## src/rtl/operand_fetch_if.sv

```systemverilog
// Operand-fetch stage bus: decoder, register-file read, immediate fetch,
// and the handshake toward the addressing-mode stage.
interface operand_fetch_if #(
  parameter int DATA_W = 16,
  parameter int REG_AW = 3
);
  logic              dec_valid;
  logic              dec_ready;
  logic [3:0]        dec_opcode;
  logic [REG_AW-1:0] dec_rd;
  logic [REG_AW-1:0] dec_rs;
  logic              rf_rd_en;
  logic [REG_AW-1:0] rf_rd_addr;
  logic [DATA_W-1:0] rf_rd_data;
  logic              imm_req;
  logic              imm_ack;
  logic [DATA_W-1:0] imm_data;
  logic              pc_inc;
  logic              op_valid;
  logic              op_ready;
  logic [3:0]        op_opcode;
  logic [DATA_W-1:0] op2_data;
  logic [15:0]       op1_regaddr;
  logic [15:0]       op2_regaddr;
  logic              fetch_err;

  modport master (
    input  dec_valid, dec_opcode, dec_rd, dec_rs, rf_rd_data, imm_ack, imm_data, op_ready,
    output dec_ready, rf_rd_en, rf_rd_addr, imm_req, pc_inc, op_valid,
           op_opcode, op2_data, op1_regaddr, op2_regaddr, fetch_err
  );

  modport slave (
    output dec_valid, dec_opcode, dec_rd, dec_rs, rf_rd_data, imm_ack, imm_data, op_ready,
    input  dec_ready, rf_rd_en, rf_rd_addr, imm_req, pc_inc, op_valid,
           op_opcode, op2_data, op1_regaddr, op2_regaddr, fetch_err
  );
endinterface

```

## src/rtl/operand_fetch.sv

```systemverilog
// Operand fetch: register read for MOV, trailing immediate for MVI/LDA.
// Define OPFETCH_IMM_TIMEOUT_EN to abort a 16-cycle unanswered immediate fetch.
module operand_fetch #(
  parameter int DATA_W = 16,
  parameter int REG_AW = 3
) (
  input  logic           clk,
  input  logic           rst,
  operand_fetch_if.master bus
);
  localparam logic [3:0] OP_MOV = 4'b1011;
  localparam logic [3:0] OP_MVI = 4'b1100;
  localparam logic [3:0] OP_LDA = 4'b1101;

  typedef enum logic [2:0] {IDLE, RD, CAP, IMM, OUT} state_t;

  typedef struct packed {
    logic [3:0]        opcode;
    logic [DATA_W-1:0] op2_data;
    logic [15:0]       op1_regaddr;
    logic [15:0]       op2_regaddr;
  } op_t;

  state_t            state_q, state_d;
  op_t               op_q;
  logic [REG_AW-1:0] rs_q;
`ifdef OPFETCH_IMM_TIMEOUT_EN
  logic [3:0]        tmo_cnt_q;
  logic              err_q;
  logic              tmo_hit;
  assign tmo_hit = (state_q == IMM) && !bus.imm_ack && (tmo_cnt_q == 4'd15);
`endif

  always_comb begin
    state_d = state_q;
    case (state_q)
      IDLE: if (bus.dec_valid) begin
        case (bus.dec_opcode)
          OP_MOV:         state_d = RD;
          OP_MVI, OP_LDA: state_d = IMM;
          default:        state_d = OUT;
        endcase
      end
      RD:   state_d = CAP;
      CAP:  state_d = OUT;
      IMM: begin
        if (bus.imm_ack) state_d = OUT;
`ifdef OPFETCH_IMM_TIMEOUT_EN
        else if (tmo_hit) state_d = OUT;
`endif
      end
      OUT:  if (bus.op_ready) state_d = IDLE;
      default: state_d = IDLE;
    endcase
  end

  // Handshake strobes decode straight from state so reset values fall out of IDLE.
  assign bus.dec_ready   = (state_q == IDLE);
  assign bus.rf_rd_en    = (state_q == RD);
  assign bus.rf_rd_addr  = (state_q == RD) ? rs_q : '0;
  assign bus.imm_req     = (state_q == IMM);
  assign bus.pc_inc      = (state_q == IMM) && bus.imm_ack;
  assign bus.op_valid    = (state_q == OUT);
  assign bus.op_opcode   = op_q.opcode;
  assign bus.op2_data    = op_q.op2_data;
  assign bus.op1_regaddr = op_q.op1_regaddr;
  assign bus.op2_regaddr = op_q.op2_regaddr;
`ifdef OPFETCH_IMM_TIMEOUT_EN
  assign bus.fetch_err   = err_q;
`else
  assign bus.fetch_err   = 1'b0;
`endif

  always_ff @(posedge clk) begin
    if (rst) begin
      state_q <= IDLE;
      op_q    <= '0;
      rs_q    <= '0;
`ifdef OPFETCH_IMM_TIMEOUT_EN
      tmo_cnt_q <= '0;
      err_q     <= 1'b0;
`endif
    end else begin
      state_q <= state_d;
      case (state_q)
        IDLE: if (bus.dec_valid) begin
          op_q.opcode      <= bus.dec_opcode;
          op_q.op2_data    <= '0;
          op_q.op2_regaddr <= '0;
          op_q.op1_regaddr <= {{(16-REG_AW){1'b0}}, bus.dec_rd};
          rs_q             <= bus.dec_rs;
`ifdef OPFETCH_IMM_TIMEOUT_EN
          tmo_cnt_q        <= '0;
`endif
        end
        CAP: op_q.op2_data <= bus.rf_rd_data;
        IMM: begin
          if (bus.imm_ack) op_q.op2_regaddr <= 16'(bus.imm_data);
`ifdef OPFETCH_IMM_TIMEOUT_EN
          // An abandoned fetch surfaces as a NOP so downstream never sees stale data.
          else if (tmo_hit) begin
            op_q.opcode      <= 4'b0000;
            op_q.op2_regaddr <= '0;
            err_q            <= 1'b1;
          end else begin
            tmo_cnt_q <= tmo_cnt_q + 4'd1;
          end
`endif
        end
        default: ;
      endcase
    end
  end
endmodule

```

## src/flat_wrapper.sv

```systemverilog
// flat-port wrapper written by rule: the top's interface ports become plain ports
module operand_fetch_flat 
#(
  parameter int DATA_W = 16,
  parameter int REG_AW = 3
)
  (clk, rst, bus_dec_valid, bus_dec_opcode, bus_dec_rd, bus_dec_rs, bus_rf_rd_data, bus_imm_ack, bus_imm_data, bus_op_ready, bus_dec_ready, bus_rf_rd_en, bus_rf_rd_addr, bus_imm_req, bus_pc_inc, bus_op_valid, bus_op_opcode, bus_op2_data, bus_op1_regaddr, bus_op2_regaddr, bus_fetch_err);
  operand_fetch_if #(.DATA_W(DATA_W), .REG_AW(REG_AW)) bus_i ();
  input  logic clk;
  input  logic rst;
  input wire logic [$bits(bus_i.dec_valid)-1:0] bus_dec_valid;
  input wire logic [$bits(bus_i.dec_opcode)-1:0] bus_dec_opcode;
  input wire logic [$bits(bus_i.dec_rd)-1:0] bus_dec_rd;
  input wire logic [$bits(bus_i.dec_rs)-1:0] bus_dec_rs;
  input wire logic [$bits(bus_i.rf_rd_data)-1:0] bus_rf_rd_data;
  input wire logic [$bits(bus_i.imm_ack)-1:0] bus_imm_ack;
  input wire logic [$bits(bus_i.imm_data)-1:0] bus_imm_data;
  input wire logic [$bits(bus_i.op_ready)-1:0] bus_op_ready;
  output wire logic [$bits(bus_i.dec_ready)-1:0] bus_dec_ready;
  output wire logic [$bits(bus_i.rf_rd_en)-1:0] bus_rf_rd_en;
  output wire logic [$bits(bus_i.rf_rd_addr)-1:0] bus_rf_rd_addr;
  output wire logic [$bits(bus_i.imm_req)-1:0] bus_imm_req;
  output wire logic [$bits(bus_i.pc_inc)-1:0] bus_pc_inc;
  output wire logic [$bits(bus_i.op_valid)-1:0] bus_op_valid;
  output wire logic [$bits(bus_i.op_opcode)-1:0] bus_op_opcode;
  output wire logic [$bits(bus_i.op2_data)-1:0] bus_op2_data;
  output wire logic [$bits(bus_i.op1_regaddr)-1:0] bus_op1_regaddr;
  output wire logic [$bits(bus_i.op2_regaddr)-1:0] bus_op2_regaddr;
  output wire logic [$bits(bus_i.fetch_err)-1:0] bus_fetch_err;
  assign bus_i.dec_valid = bus_dec_valid;
  assign bus_i.dec_opcode = bus_dec_opcode;
  assign bus_i.dec_rd = bus_dec_rd;
  assign bus_i.dec_rs = bus_dec_rs;
  assign bus_i.rf_rd_data = bus_rf_rd_data;
  assign bus_i.imm_ack = bus_imm_ack;
  assign bus_i.imm_data = bus_imm_data;
  assign bus_i.op_ready = bus_op_ready;
  assign bus_dec_ready = bus_i.dec_ready;
  assign bus_rf_rd_en = bus_i.rf_rd_en;
  assign bus_rf_rd_addr = bus_i.rf_rd_addr;
  assign bus_imm_req = bus_i.imm_req;
  assign bus_pc_inc = bus_i.pc_inc;
  assign bus_op_valid = bus_i.op_valid;
  assign bus_op_opcode = bus_i.op_opcode;
  assign bus_op2_data = bus_i.op2_data;
  assign bus_op1_regaddr = bus_i.op1_regaddr;
  assign bus_op2_regaddr = bus_i.op2_regaddr;
  assign bus_fetch_err = bus_i.fetch_err;
  operand_fetch #(.DATA_W(DATA_W), .REG_AW(REG_AW)) u_core (.clk(clk), .rst(rst), .bus(bus_i));
endmodule
```

## config.mk

```make
export PLATFORM = sky130hd
export DESIGN_NAME = operand_fetch_flat
export DESIGN_NICKNAME = d
export VERILOG_FILES = /design/src/rtl/operand_fetch_if.sv /design/src/rtl/operand_fetch.sv /design/src/flat_wrapper.sv
export SDC_FILE = /design/constraint.sdc
export NUM_CORES = 1
export LEC_CHECK = 0
export ABC_AREA = 1
export ABC_CLOCK_PERIOD_IN_PS = 2600
export CAP_MARGIN = 15
export CORE_MARGIN = 3
export CORE_UTILIZATION = 41
export DETAILED_ROUTE_END_ITERATION = 16
export HOLD_SLACK_MARGIN = 0.06
export PLACE_DENSITY = 0.95
export SLEW_MARGIN = 20
export SYNTH_ARGS = -nofsm -noshare
export SYNTH_HDL_FRONTEND = slang
export SYNTH_SLANG_ARGS = --single-unit
```

## constraint.sdc

```tcl
create_clock -name clk -period 2.6 [get_ports clk]
set_clock_uncertainty 0.15 [all_clocks]
set_input_delay 0.52 -clock clk [delete_from_list [all_inputs] [get_ports clk]]
set_output_delay 0.52 -clock clk [all_outputs]
set_load 0.05 [all_outputs]
```

==> results by group <==
Logic synthesis
  • Seq/Total Area, Yosys: between 40% and 50%
  • Post-Syn Instances: 251
  • Share of Yosys cell area claimed by the top area cell type: a little under half
  • Synth Warn #: 0
  • Mean area per synthesized cell: around 7.6 µm²
  • Cell area after synthesis: around 1900 µm²
  • Post-synthesis sequential element count: 45
  • Library cells used by synthesis: 22
  • Largest cells by area after synthesis: sky130_fd_sc_hd__dfxtp_1 47%, sky130_fd_sc_hd__nand2_1 17%, sky130_fd_sc_hd__a21oi_1 10%
  • Library cell with the largest summed area after synthesis: sky130_fd_sc_hd__dfxtp_1

Pwr
  • Maximum resistive drop on vdd: ~0.00033 V
  • Clock share of power: between 20 and 30%
  • Leakage power: roughly 1.1 nW
  • Cell Int Power: a little over 1 mW
  • Switching share of power: between 30% and 40%
  • Reported net switching power: 0.460 mW
  • Fraction of power consumed by combinational cells: about a quarter
  • Pwr per Cell Area: 516 nW/µm²
  • Sequential Power Share: roughly 49%

Critical path
  • Data arrival time of the worst path: about 1.8 ns
  • Crit path max fanout: 3
  • Type of the worst setup path: reg2out
  • Startpoint types: flip-flop
  • Endpoint required time on the critical path: 1.93 ns
  • Worst Setup End Kind: output port

Placed design
  • Final Wtd Congestion: ~0.75
  • Quantity of I/O buffers inserted on ports: a little over 90
  • Final HPWL DP: 3.70 mm
  • # placed instances: between 300 and 400

Floorplan
  • Die outline width: ~74 µm
  • Floorplan die height: between 70 and 80 µm
  • Number of rows in the core area: 24
  • Die Footprint: roughly 5500 µm²
  • # IOs: 108
  • Core area: around 4400 µm²
  • Starting density of the core: roughly 43%

Layout
  • Most common cell after layout, fill and taps aside: sky130_fd_sc_hd__nand2_1
  • Layout cell share with drive strength beyond 1: under 10%
  • Area growth from synthesis to layout: 50.4%
  • Count of placed standard cells in the final layout, fillers left out: ~400
  • Count of nets after finishing: 388
  • Number of filler instances in the final layout: 367
  • Commonest cells after routing, fill and taps aside: 88 x sky130_fd_sc_hd__nand2_1, 87 x sky130_fd_sc_hd__clkdlybuf4s50_1, 45 x sky130_fd_sc_hd__dfxtp_1
  • Final antenna diode count: 0
  • Post-layout util: about two thirds

Run
  • Max capacitance violation total: 0

Timing
  • Transition time at the pin with the least slew margin: just over 0.8 ns
  • Setup-failing EPs final: 0
  • Unrepaired setup endpoints after global routing: no
  • Max frequency: between 0.4 and 0.5 GHz
  • Crit share post-route: between 90% and 100%
  • Normalized max-slew margin: between 40% and 50%
  • Hold violation count in the final report: 0
  • Number of pins with negative max-slew slack in the final report: 0
  • Final critical delay including setup and external delays: around 2.5 ns
  • Sum of negative setup slack: 0 ns

Detailed routing
  • Routed length on met1: about 1.8 mm
  • Total number of vias: roughly 1,900
  • Residual DRC count: 0
  • Number of iterations in the first detailed-routing pass: 4
  • Detail-routed via count per cell: roughly 4.7
  • Final wirelength: 4.82 mm
  • Met2 WL post-DR: approximately 2.4 mm
  • Top layer in use: met4
  • Average wire per cell in the routed design: approximately 12 µm
  • Met3 layer wire length in the routed design: around 580 µm
  • Number of nets still failing antenna checks after routing: 0
  • Iteration-0 DRC Markers: 59

Clock tree
  • Buffer count from post-CTS setup fixing: 0
  • Maximum clock path buffer count: 2
  • CTS H-Tree Depth: 2
  • Clock tree from TritonCTS: built
  • Clock tree root driver cell: sky130_fd_sc_hd__clkbuf_8
  • Clock transition at the registers of the reported paths: 0.08 ns
  • Clock sink count: 45
  • Hold-fix buffer count after cts: 0
  • Num CTS Buffers: 5
  • Worst-Skew Late Latency: 0.29 ns

Global route
  • Number of global-route vias before repair: ~1,800
  • Total grt overflow: 0
  • Wire length of the first global-routing pass: around 7.8 mm
  • All-layer global routing usage: between 10% and 20%
  • Pin count of the biggest net entering global routing: between 40 and 50
  • Initial antenna violation count: 0

Status
  • Status: complete, no violations

Worst hold path
  • Min-Delay Path Class: reg2reg
kinds of logic after synthesis:
group | Yosys count | synth area share, %
buffers and inverters | 42 | 13.0
other | 1 | 0.196
DFF | 45 | 47.2
AOI/OAI and AO/OA | 45 | 12.6
and+or+nand+nor | 118 | 27.0
power by group through the flow:
stage | logic, mW | registers [mW] | clock network, mW
after floorplan | 0.209 | 0.781 | 0
after global placement | 0.349 | 0.738 | 0
after detailed placement | 0.354 | 0.739 | 0
after CTS | 0.355 | 0.723 | 0.421
after global routing | 0.378 | 0.725 | 0.447
final | 0.352 | 0.723 | 0.408
routing by layer:
| metal | up-vias | GRT usage [%] |
|---|---|---|
| met5 | - | 0 |
| met4 | 0 | 4.15 |
| met3 | 5 | 7.03 |
| met2 | 80 | 32.9 |
| met1 | 823 | 19.6 |
| li1 | 942 | - |
per-stage QoR:
| stage | setup WS (ns) | power [mW] | hold slack [ns] | instance area, µm² |
|---|---|---|---|---|
| final | 0.140 | 1.48 | 0.312 | 2870 |
| after global routing | 0.0389 | 1.55 | 0.330 | 2870 |
| after CTS | 0.0285 | 1.50 | 0.313 | 2870 |
| after detailed placement | 0.354 | 1.09 | 0.302 | 2790 |
| after global placement | 0.405 | 1.09 | 0.296 | 2790 |
| after floorplan | -0.00934 | 0.990 | 0.290 | 1960 |
timing repair:
action,4_1_cts,5_1_grt
endpoints found under the setup margin,0,1
hold endpoints to repair,0,0
gates resized for setup,0,1
path summary, 6_finish.rpt:
check | startpoint | slack [ns] | endpoint | depth (start not counted)
hold / removal | u_core.bus.op2_regaddr[15] | 0.31 | u_core.bus.op2_regaddr[15] | 2
setup reg to reg | u_core.state_q[2] | 1.02 | u_core.bus.op2_data[9] | 6
hold reg to reg | u_core.bus.op2_regaddr[15] | 0.31 | u_core.bus.op2_regaddr[15] | 2
setup / recovery | u_core.state_q[0] | 0.14 | bus_rf_rd_en | 3
layout make-up:
type,instances,area (µm²),area share (%)
timing repair buffer,94,938,32.7
sequential,45,901,31.3
multi-input combinational,177,815,28.3
clock buffer,6,72.6,2.53
inverter,18,72.6,2.53
tap,52,65.1,2.26
clock inverter,2,10.0,0.348
registers in the layout (all words and copies together) (netlist names):
name	flops
u_core.rs_q	3
u_core.state_q	3
u_core.bus.op_opcode	4
u_core.bus.op2_data	16
u_core.bus.op1_regaddr	3
u_core.bus.op2_regaddr	16
worst max-delay path, stage by stage, from the launching register on:
cell and delay, ns:
sky130_fd_sc_hd__dfxtp_1 0.38, sky130_fd_sc_hd__inv_1 0.09, sky130_fd_sc_hd__nor3_2 0.18, sky130_fd_sc_hd__clkdlybuf4s50_1 0.84
synth_stat cells:
| cell type | n |
|---|---|
| sky130_fd_sc_hd__nand2_1 | 88 |
| sky130_fd_sc_hd__inv_2 | 2 |
| sky130_fd_sc_hd__nand3_1 | 5 |
| sky130_fd_sc_hd__nor3_1 | 2 |
| sky130_fd_sc_hd__inv_1 | 14 |
| sky130_fd_sc_hd__buf_4 | 15 |
| sky130_fd_sc_hd__a211oi_1 | 3 |
| sky130_fd_sc_hd__nand4_1 | 1 |
| sky130_fd_sc_hd__conb_1 | 1 |
| sky130_fd_sc_hd__nand2_2 | 1 |
| sky130_fd_sc_hd__nor2_1 | 14 |
| sky130_fd_sc_hd__nor2_8 | 2 |
| sky130_fd_sc_hd__nor2_2 | 2 |
| sky130_fd_sc_hd__inv_4 | 2 |
| sky130_fd_sc_hd__o21ai_0 | 1 |
| sky130_fd_sc_hd__clkbuf_1 | 4 |
| sky130_fd_sc_hd__a21oi_2 | 2 |
| sky130_fd_sc_hd__buf_6 | 4 |
| sky130_fd_sc_hd__a21oi_1 | 39 |
| sky130_fd_sc_hd__nand2_4 | 3 |
| sky130_fd_sc_hd__buf_1 | 1 |
| sky130_fd_sc_hd__dfxtp_1 | 45 |
(Power assumes the default switching activity.)
